--- src/rtl/writeback_stage.sv ---
// Writeback stage: merges ALU and load results into one register-file write port,
// counts retired instructions and stops accepting work after a halt.
module writeback_stage #(
  parameter int ADDR_WIDTH = 5,
  parameter int DATA_WIDTH = 64
) (
  input  logic                  clk,
  input  logic                  reset,
  input  logic                  alu_valid,
  output logic                  alu_ready,
  input  logic [ADDR_WIDTH-1:0] alu_rd,
  input  logic [DATA_WIDTH-1:0] alu_result,
  input  logic                  alu_halt,
  input  logic                  mem_valid,
  output logic                  mem_ready,
  input  logic [ADDR_WIDTH-1:0] mem_rd,
  input  logic [DATA_WIDTH-1:0] mem_data,
  input  logic [1:0]            mem_size,
  input  logic                  mem_unsigned,
  output logic                  write_enable,
  output logic [ADDR_WIDTH-1:0] write_addr,
  output logic [DATA_WIDTH-1:0] write_data,
  output logic [63:0]           retire_count,
  output logic                  halted
);

  typedef enum logic {RUN, HALTED} state_t;

  state_t                  state_q, state_d;
  logic                    write_enable_q, write_enable_d;
  logic [ADDR_WIDTH-1:0]   write_addr_q, write_addr_d;
  logic [DATA_WIDTH-1:0]   write_data_q, write_data_d;
  logic [63:0]             retire_count_q, retire_count_d;
  logic [DATA_WIDTH-1:0]   load_value;
  logic                    mem_accept;
  logic                    alu_accept;

  // Loads take priority; the ALU source is back-pressured while a load is valid.
  assign mem_ready  = (state_q == RUN);
  assign alu_ready  = (state_q == RUN) && !mem_valid;
  assign mem_accept = mem_valid && mem_ready;
  assign alu_accept = alu_valid && alu_ready;

  always_comb begin
    load_value = mem_data;
    case (mem_size)
      2'd0: load_value = {{(DATA_WIDTH-8){~mem_unsigned & mem_data[7]}}, mem_data[7:0]};
      2'd1: load_value = {{(DATA_WIDTH-16){~mem_unsigned & mem_data[15]}}, mem_data[15:0]};
      2'd2: load_value = {{(DATA_WIDTH-32){~mem_unsigned & mem_data[31]}}, mem_data[31:0]};
      default: load_value = mem_data;
    endcase
  end

  always_comb begin
    state_d        = state_q;
    write_enable_d = 1'b0;
    write_addr_d   = write_addr_q;
    write_data_d   = write_data_q;
    retire_count_d = retire_count_q;
    if (mem_accept) begin
      write_enable_d = (mem_rd != '0);
      write_addr_d   = mem_rd;
      write_data_d   = load_value;
      retire_count_d = retire_count_q + 64'd1;
    end else if (alu_accept) begin
      write_enable_d = (alu_rd != '0);
      write_addr_d   = alu_rd;
      write_data_d   = alu_result;
      retire_count_d = retire_count_q + 64'd1;
      if (alu_halt) begin
        state_d = HALTED;
      end
    end
  end

  always_ff @(posedge clk) begin
    if (reset) begin
      state_q        <= RUN;
      write_enable_q <= 1'b0;
      write_addr_q   <= '0;
      write_data_q   <= '0;
      retire_count_q <= '0;
    end else begin
      state_q        <= state_d;
      write_enable_q <= write_enable_d;
      write_addr_q   <= write_addr_d;
      write_data_q   <= write_data_d;
      retire_count_q <= retire_count_d;
    end
  end

  assign write_enable = write_enable_q;
  assign write_addr   = write_addr_q;
  assign write_data   = write_data_q;
  assign retire_count = retire_count_q;
  assign halted       = (state_q == HALTED);

endmodule
--- config.mk ---
export PLATFORM = sky130hd
export DESIGN_NAME = writeback_stage
export DESIGN_NICKNAME = d
export VERILOG_FILES = /design/src/rtl/writeback_stage.sv
export SDC_FILE = /design/constraint.sdc
export NUM_CORES = 1
export LEC_CHECK = 0
export ABC_AREA = 1
export CAP_MARGIN = 40
export CORE_MARGIN = 2
export CORE_UTILIZATION = 38
export CTS_BUF_LIST = sky130_fd_sc_hd__clkbuf_8
export DETAILED_ROUTE_END_ITERATION = 8
export DONT_BUFFER_PORTS = 1
export PLACE_DENSITY = 0.54
export SETUP_SLACK_MARGIN = 0.3
export SYNTH_ARGS = -nofsm -noshare
export SYNTH_HDL_FRONTEND = slang
export SYNTH_SLANG_ARGS = --single-unit
--- constraint.sdc ---
create_clock -name clk -period 1.4 [get_ports clk]
set_input_delay 0.07 -clock clk [delete_from_list [all_inputs] [get_ports clk]]
set_output_delay 0.07 -clock clk [all_outputs]
set_load 0.005 [all_outputs]
==> results of run 1 <==
[report_power, final]
| part | internal [uW] | leakage (uW) | switching, uW |
|---|---|---|---|
| Clock | 1870 | 0.000220 | 1880 |
| Combinational | 1450 | 0.00466 | 1420 |
| Sequential | 4000 | 0.00115 | 264 |
| Total | 7320 | 0.00603 | 3570 |
[per-stage QoR]
step                hold slack, ps  setup TNS [ps]  total power (uW)  instance area (um^2)  instances
floorplan                      167            -122              5210                  7930       1098
global placement               138           -3620              5380                  9490       1514
detailed placement             143           -4610              5390                  9490       1514
CTS                           -357           -2420             10200                 13800       1770
global route                  -369          -19410             11100                 15000       1801
finish                        -353          -13720             10900                 15000       1801
[worst paths after layout]
kind                     from               end  slack [ps]  cells past startpoint
max           retire_count[5]  retire_count[21]        -260                     10
min                     reset            halted        -350                      1
max reg2reg   retire_count[5]  retire_count[21]        -260                     10
min reg2reg  retire_count[28]  retire_count[28]         490                      1
[synthesized netlist by cell type, types with 4 or more instances]
| cell type | instances |
|---|---|
| a21oi_1 | 69 |
| a21oi_2 | 30 |
| a31oi_1 | 13 |
| buf_2 | 13 |
| buf_4 | 4 |
| clkbuf_1 | 33 |
| dfxtp_1 | 135 |
| inv_1 | 85 |
| nand2_1 | 252 |
| nand3_1 | 72 |
| nand4_1 | 17 |
| nor2_1 | 170 |
| nor2_2 | 5 |
| nor2_4 | 8 |
| nor3_1 | 6 |
| o21ai_0 | 93 |
| o21ai_1 | 7 |
| o22ai_1 | 10 |
| o22ai_2 | 30 |
| xnor2_1 | 4 |
| xor2_1 | 11 |
[layout make-up]
| type | instances | area (um^2) | area share (%) |
|---|---|---|---|
| well taps | 265 | 332 | 2.20 |
| clock inverters | 14 | 185 | 1.23 |
| flip-flops and latches | 135 | 2860 | 19.0 |
| multi-input cells | 820 | 5930 | 39.4 |
| inverters | 85 | 337 | 2.24 |
| repair buffers | 464 | 5150 | 34.2 |
| clock buffers | 18 | 248 | 1.65 |
[registers in the layout (all words and copies together) (netlist names)]
signal and cells:
halted 1, retire_count 64, write_addr 5, write_data 64, write_enable 1
[kinds of logic after synthesis]
| kind of cell | Yosys count | share of synthesized area (%) |
|---|---|---|
| AO/OA/AOI/OAI | 261 | 22.8 |
| buffers and inverters | 143 | 8.51 |
| AND/OR/NAND/NOR | 543 | 30.8 |
| flip-flops | 135 | 36.0 |
| adder cells (fa/ha/maj) | 1 | 0.167 |
| XOR/XNOR | 15 | 1.75 |
[worst max-delay path: cells and delay by family (launching register included)]
kind | cells | cell delay, ps
simple gates | 5 | 530
flops | 1 | 400
xor+xnor | 1 | 140
buf+inv | 4 | 490
[per-layer routing]
layer / wire length [um] / GRT usage [%] / share of wire [%] / vias to the layer above
li1: - / - / - / 4524
met1: 14100 / 36.3 / 35 / 4803
met2: 19800 / 58.0 / 49 / 705
met3: 3390 / 7.98 / 8.4 / 234
met4: 2880 / 19.1 / 7.2 / 0
met5: 0 / 0 / 0 / -
[placed cells by master (no fill, tap or decap), drive strengths merged, types with 40 or more instances in the layout]
master / instances
buf: 317
nand2: 253
nor2: 183
dlygate4sd3: 142
dfxtp: 135
o21ai: 101
a21oi: 99
inv: 93
nand3: 74
o22ai: 40
[repair_timing]
action / CTS / global route
buffers inserted: 63 / 22
pin swaps: 91 / 91
endpoints found under the hold margin: 121 / 57
gates resized for setup: 394 / 211
cloned: 22 / 5
endpoints found under the setup margin: 174 / 174
hold buffers: 139 / 3
==> impl_metrics.env, run 1 <==
export IMPL_status="finished, violations left"
export IMPL_violations="negative hold slack, negative setup slack"
export IMPL_synth_ff_type="dfxtp_1"
export IMPL_synth_area_leaders="dfxtp_1 (36%), nand2_1 (13%), nor2_1 (8.5%)"
export IMPL_min_path_type="in -> reg"
export IMPL_coreArea_um2=19400
export IMPL_synth_area_leader_cell="dfxtp_1"
export IMPL_wirelength_mm=40.2
export IMPL_p_leak_uw=0.00603
export IMPL_drive_gt1_share_pct=50.5
export IMPL_dp_hpwl_mm=19.2
export IMPL_drc=0
export IMPL_syn_area_per_cell_um2=6.84
export IMPL_grt_pass1_vias=9861
export IMPL_fin_crit_ps=1660
export IMPL_slowest_stage="dfxtp_4"
export IMPL_antennaDiodeCount=0
export IMPL_end_kind="flop"
export IMPL_critPathKind="reg -> reg"
export IMPL_rows=51
export IMPL_initial_core_util_pct=38.7
export IMPL_fin_nets=1670
export IMPL_synth_edf_count=0
export IMPL_area_growth_syn_to_layout_pct=100
export IMPL_finish_utilization_pct=77.6
export IMPL_setup_viol=122
export IMPL_ys_seq_elements=135
export IMPL_synth_nets=1245
export IMPL_ioPinCount=283
export IMPL_drt_pass1_iter_count=7
export IMPL_hold_viol_final=35
export IMPL_antenna_found_initial=0
export IMPL_num_vias=10300
export IMPL_cts_tree="yes"
export IMPL_syn_inst=1098
export IMPL_fmax_mhz=604
export IMPL_path_max_fanout=4
export IMPL_globalRoute_totalOverflow=0
export IMPL_post_route_period_util_pct=118
export IMPL_whs_ps=-353
export IMPL_async_flop_share_pct=0
export IMPL_yosysWarningCount=0
export IMPL_fin_ws_ps=-256
export IMPL_fillCellCount=1242
export IMPL_rsz0062_at_grt="yes"
export IMPL_crit_path_start_kind="flop"
export IMPL_vdd_drop_max_mv=0.652
export IMPL_cts_root_buf="clkbuf_8"
export IMPL_clock_sinks=135
export IMPL_arrival_ps=2020
export IMPL_grt_pass1_wl_mm=52.7
export IMPL_die_w_um=145
export IMPL_finClkSkew_ps=21.3
export IMPL_clk_pin_slew_ps=90
export IMPL_numCtsBuffers=17
export IMPL_crit_chain="nand2_4 > buf_4 > buf_6 > inv_2 > nand2_2 > nor2_4 > nand4_1 > buf_4 > xor2_1 > nor2_1"
export IMPL_drt_initial_drc_count=783
export IMPL_grt_max_degree=62
export IMPL_gp_congestion=0.888
export IMPL_viasPerCell=5.70
export IMPL_port_buffers=0
export IMPL_synth_top_area_share_pct=36.0
export IMPL_required_ps=1760
export IMPL_clk_path_buf_depth=2
export IMPL_die_h_um=145
export IMPL_syn_area_um2=7510
export IMPL_wl_per_cell_um=22.3
export IMPL_ant_nets=0
export IMPL_htreeDepth=4
export IMPL_ys_types=39
export IMPL_power_density_nw_per_um2=723
export IMPL_die_area_um2=20900
export IMPL_tightest_slew_ps=1220
export IMPL_gr_usage_all_layers_pct=33.0
export IMPL_crit_top_cell="buf_4"
export IMPL_ys_seq_area_share_pct=36.0
export IMPL_drv_slew=0
export IMPL_clock_latency_ps=480
export IMPL_slew_headroom_pct=18.2
export IMPL_max_stage_delay_ps=400
export IMPL_post_place_ws_ps=-193
export IMPL_maxCapViolations=0
(Power assumes the default switching activity.)
==> run 2: changes to the inputs <==
CTS_BUF_LIST = sky130_fd_sc_hd__clkbuf_2   (was sky130_fd_sc_hd__clkbuf_8)
SLEW_MARGIN = 20   (was default)
==> impl_metrics.env, run 2 (synthesis gave the netlist of run 1 again) <==
export IMPL_coreArea_um2=19400
export IMPL_status="finished, violations left"
export IMPL_timing_rr_start="retire_count[1]"
export IMPL_area_growth_syn_to_layout_pct=112
export IMPL_grt_pass1_vias=10300
export IMPL_clock_sinks=135
export IMPL_hp_start="mem_size[1]"
export IMPL_critPathKind="reg -> reg"
export IMPL_numCtsBuffers=17
export IMPL_globalRoute_totalOverflow=0
export IMPL_dp_hpwl_mm=19.2
export IMPL_initial_core_util_pct=38.7
export IMPL_tightest_slew_ps=990
export IMPL_fin_crit_ps=1720
export IMPL_r2r_cells=10
export IMPL_fin_ws_ps=-325
export IMPL_grt_max_degree=62
export IMPL_final_cell_mix="dlygate4sd3_1 (221), nand2_1 (162), buf_6 (143)"
export IMPL_viasPerCell=5.78
export IMPL_hold_depth=6
export IMPL_rows=51
export IMPL_violations="negative hold slack, negative setup slack"
export IMPL_wl_per_cell_um=24.2
export IMPL_grt_pass1_wl_mm=55.6
export IMPL_dpl_cell_area_um2=9490
export IMPL_ant_nets=0
export IMPL_finish_utilization_pct=82.1
export IMPL_cp_top_family="simple AND/OR/NAND/NOR gates"
export IMPL_gr_usage_all_layers_pct=34.9
export IMPL_maxCapViolations=0
export IMPL_crit_top_cell="nor2_4"
export IMPL_drv_slew=0
export IMPL_fmax_mhz=580
export IMPL_final_common_cell="dlygate4sd3_1"
export IMPL_htreeDepth=4
export IMPL_gp_congestion=0.888
export IMPL_cts_tree="yes"
export IMPL_die_area_um2=20900
export IMPL_slowest_stage="dfxtp_4"
export IMPL_vdd_drop_max_mv=0.571
export IMPL_ioPinCount=283
export IMPL_finClkSkew_ps=65.1
export IMPL_arrival_ps=2450
export IMPL_holdPathEnd="write_data[13]"
export IMPL_setup_viol=167
export IMPL_antenna_found_initial=7
export IMPL_drt_initial_drc_count=996
export IMPL_required_ps=2120
export IMPL_num_vias=10900
export IMPL_hold_viol_final=3
export IMPL_r2r_end="retire_count[28]"
export IMPL_drt_pass1_iter_count=5
export IMPL_wirelength_mm=45.7
export IMPL_p_leak_uw=0.00624
export IMPL_path_max_fanout=5
export IMPL_slew_headroom_pct=33.8
export IMPL_die_w_um=145
export IMPL_drc=0
export IMPL_port_buffers=0
export IMPL_whs_ps=-7.41
export IMPL_post_route_period_util_pct=123
export IMPL_critical_path_buf_inv_count=2
export IMPL_clk_path_buf_depth=2
export IMPL_rrSetupSlack_ps=-320
export IMPL_clock_latency_ps=790
export IMPL_end_kind="flop"
export IMPL_die_h_um=145
export IMPL_drive_gt1_share_pct=51.9
export IMPL_clk_pin_slew_ps=270
export IMPL_min_path_type="in -> reg"
export IMPL_power_density_nw_per_um2=654
export IMPL_cts_root_buf="clkbuf_2"
export IMPL_rsz0062_at_grt="yes"
export IMPL_crit_path_start_kind="flop"
export IMPL_finalInstanceArea_um2=15900
export IMPL_crit_chain="ha_4 > inv_2 > nor2_4 > nand2_2 > nor2_4 > nand2_4 > nor2_4 > buf_6 > o21ai_1 > a21oi_1"
export IMPL_max_stage_delay_ps=440
export IMPL_fin_nets=1752
## run 2: repair_timing
item	in CTS	in global routing
cloned	16	7
setup buffers	62	27
pin swaps	77	95
hold buffers	221	5
endpoints found under the hold margin	135	17
endpoints found under the setup margin	269	272
resized for setup	380	337
## run 2: worst max path at each step
stage                             endpoint  slack, ps  cells past startpoint              from
after global routing      retire_count[60]       -410                     11   retire_count[1]
after CTS                 retire_count[12]       -170                      3  retire_count[12]
final                     retire_count[28]       -320                     10   retire_count[1]
after detailed placement  retire_count[55]       -190                      7   retire_count[5]
after floorplan           retire_count[44]        -30                     10   retire_count[1]
after global placement    retire_count[55]       -190                      7   retire_count[1]
## run 2: routing by layer
| layer | routed length, um | GRT usage [%] |
|---|---|---|
| met1 | 15400 | 38.5 |
| met4 | 4240 | 22.7 |
| met3 | 4850 | 8.61 |
| met5 | 22 | 0 |
| met2 | 21200 | 59.8 |
## run 2: final cells by class
class / instances / area [um^2]
antenna: 6 / 15.0
tap: 265 / 332
multi-input combinational: 820 / 5930
sequential: 135 / 3020
clock buffer: 17 / 85.1
fill: 1077 / 3480
timing repair buffer: 546 / 6010
clock inverter: 15 / 189
inverter: 85 / 337
## run 2: tightest hold or removal path, cell delays in order
cell     delay (ps)
buf_12          170
nor2_4           70
nand3_2         140
nand2_8         130
o22ai_4         120
a21oi_2          60
## run 2: through the flow
| step | setup TNS (ps) | instances | power (uW) | setup slack, ps |
|---|---|---|---|---|
| global placement | -3620 | 1514 | 5380 | -192 |
| finish | -23050 | 1889 | 10400 | -325 |
| CTS | -8890 | 1845 | 9300 | -166 |
| floorplan | -122 | 1098 | 5210 | -29.4 |
| global route | -32190 | 1888 | 10600 | -408 |
| detailed placement | -4610 | 1514 | 5390 | -193 |
## run 2: power by group
group,internal [uW],switching [uW]
clock,1050,1830
sequential,4030,309
combinational,1550,1640
total,6640,3780
==> run 3: changes to the inputs <==
HOLD_SLACK_MARGIN = 0.08   (was default)
SKIP_LAST_GASP = 1   (was default)
==> impl_metrics.env, run 3 (synthesis gave the netlist of run 1 again) <==
export IMPL_dp_hpwl_mm=19.2
export IMPL_die_w_um=145
export IMPL_crit_top_cell="nor2_4"
export IMPL_ioPinCount=283
export IMPL_final_cell_mix="dlygate4sd3_1 (244), nand2_1 (163), buf_4 (141)"
export IMPL_violations="negative hold slack, negative setup slack"
export IMPL_drt_pass1_iter_count=7
export IMPL_dr_wl_met2_mm=21.8
export IMPL_gp_congestion=0.888
export IMPL_finalInstanceArea_um2=15900
export IMPL_gr_usage_all_layers_pct=36.1
export IMPL_power_density_nw_per_um2=650
export IMPL_maxCapViolations=0
export IMPL_p_seq_share_pct=42.0
export IMPL_numCtsBuffers=17
export IMPL_end_kind="flop"
export IMPL_clk_path_buf_depth=2
export IMPL_clock_sinks=135
export IMPL_fmax_mhz=560
export IMPL_clk_pin_slew_ps=290
export IMPL_hp_start="mem_size[1]"
export IMPL_port_buffers=0
export IMPL_slowest_stage="dfxtp_4"
export IMPL_setup_viol=170
export IMPL_initial_core_util_pct=38.7
export IMPL_whs_ps=-199
export IMPL_drv_slew=0
export IMPL_ant_nets=0
export IMPL_clkPwrFrac_pct=27.8
export IMPL_viasPerCell=5.80
export IMPL_p_int_uw=6600
export IMPL_die_area_um2=20900
export IMPL_crit_chain="nand2_4 > nor2_4 > nand2_2 > nor2_4 > buf_4 > nand2_4 > nor2_4 > nand4_1 > nand2_1 > nor2_1"
export IMPL_status="finished, violations left"
export IMPL_max_stage_delay_ps=460
export IMPL_fin_nets=1782
export IMPL_dpl_cell_area_um2=9490
export IMPL_clock_latency_ps=820
export IMPL_fin_crit_ps=1790
export IMPL_top_layer_used="met5"
export IMPL_p_switching_uw=3720
export IMPL_swShare_pct=36.0
export IMPL_p_leak_uw=0.00632
export IMPL_coreArea_um2=19400
export IMPL_grt_pass1_wl_mm=57.1
export IMPL_hold_viol_final=14
export IMPL_required_ps=2060
export IMPL_drt_initial_drc_count=1001
export IMPL_critPathLaunch="retire_count[1]"
export IMPL_rsz0062_at_grt="yes"
export IMPL_pwr_share_comb_pct=30.2
export IMPL_area_growth_syn_to_layout_pct=111
export IMPL_wl_met1_mm=15.3
export IMPL_num_vias=11100
export IMPL_htreeDepth=4
export IMPL_timing_rr_start="retire_count[1]"
export IMPL_die_h_um=145
export IMPL_cts_tree="yes"
export IMPL_grt_max_degree=62
export IMPL_finClkSkew_ps=69.6
export IMPL_wirelength_mm=47.0
export IMPL_drive_gt1_share_pct=49.6
export IMPL_path_max_fanout=6
export IMPL_drc=0
export IMPL_dr_wl_met3_mm=5.23
export IMPL_cts_root_buf="clkbuf_2"
export IMPL_arrival_ps=2450
export IMPL_slew_headroom_pct=64.8
export IMPL_vdd_drop_max_mv=0.520
export IMPL_fillCellCount=1085
export IMPL_globalRoute_totalOverflow=0
export IMPL_crit_path_start_kind="flop"
export IMPL_final_common_cell="dlygate4sd3_1"
export IMPL_post_route_period_util_pct=128
export IMPL_fin_ws_ps=-385
export IMPL_wl_per_cell_um=24.5
export IMPL_rows=51
export IMPL_tightest_slew_ps=522
export IMPL_grt_pass1_vias=10500
export IMPL_antenna_found_initial=7
export IMPL_critPathKind="reg -> reg"
export IMPL_min_path_type="in -> reg"
run 3: final timing paths:
check	endpoint	slack, ps	cells past startpoint
worst min-delay path	write_data[27]	-200	5
worst min register to register	retire_count[28]	520	1
worst max register to register	retire_count[59]	-390	10
worst max-delay path	retire_count[59]	-390	10
run 3: cell type report:
cell class / count / area (um^2) / share of cell area [%]
timing repair buffer: 576 / 6210 / 39.2
clock buffer: 17 / 85.1 / 0.536
inverter: 85 / 337 / 2.12
tap: 265 / 332 / 2.09
clock inverter: 15 / 189 / 1.19
multi-input combinational: 820 / 5690 / 35.9
sequential: 135 / 3010 / 19.0
antenna: 4 / 10.0 / 0.0631
run 3: stage by stage:
stage | TNS (ps) | setup slack (ps) | power [uW] | instances | utilization (%)
2_1_floorplan | -122 | -29.4 | 5210 | 1098 | -
3_3_place_gp | -3620 | -192 | 5380 | 1514 | 48.9
3_5_place_dp | -4610 | -193 | 5390 | 1514 | 48.9
4_1_cts | -9270 | -166 | 9310 | 1871 | 74.4
5_1_grt | -32120 | -468 | 10500 | 1917 | 81.8
6_report | -24920 | -385 | 10300 | 1917 | 81.8
run 3: layer usage:
layer / global-route usage (%) / up-vias
met5: 0 / -
met4: 26.1 / 6
met3: 8.87 / 367
met2: 61.0 / 897
met1: 39.4 / 5102
li1: - / 4742
run 3: what timing repair did:
| item | in CTS | in global routing |
|---|---|---|
| setup endpoints to repair | 269 | 272 |
| gates resized for setup | 347 | 305 |
| cloned | 16 | 2 |
| hold buffers | 247 | 1 |
| hold endpoints to repair | 135 | 24 |
| pin swaps | 73 | 113 |
| buffers inserted | 62 | 40 |
run 3: power by group through the flow:
| stage | logic [uW] | clock network, uW | registers, uW |
|---|---|---|---|
| floorplan | 942 | 0 | 4270 |
| detailed placement | 1050 | 0 | 4340 |
| finish | 3120 | 2860 | 4340 |
| global placement | 1030 | 0 | 4340 |
| global route | 3180 | 3020 | 4330 |
| CTS | 2260 | 2840 | 4210 |
run 3: worst max-delay path: cells and delay by family (launching register included):
| family | cells | cell delay, ps |
|---|---|---|
| buffers and inverters | 1 | 170 |
| AND/OR/NAND/NOR | 9 | 1000 |
| flip-flops | 1 | 460 |
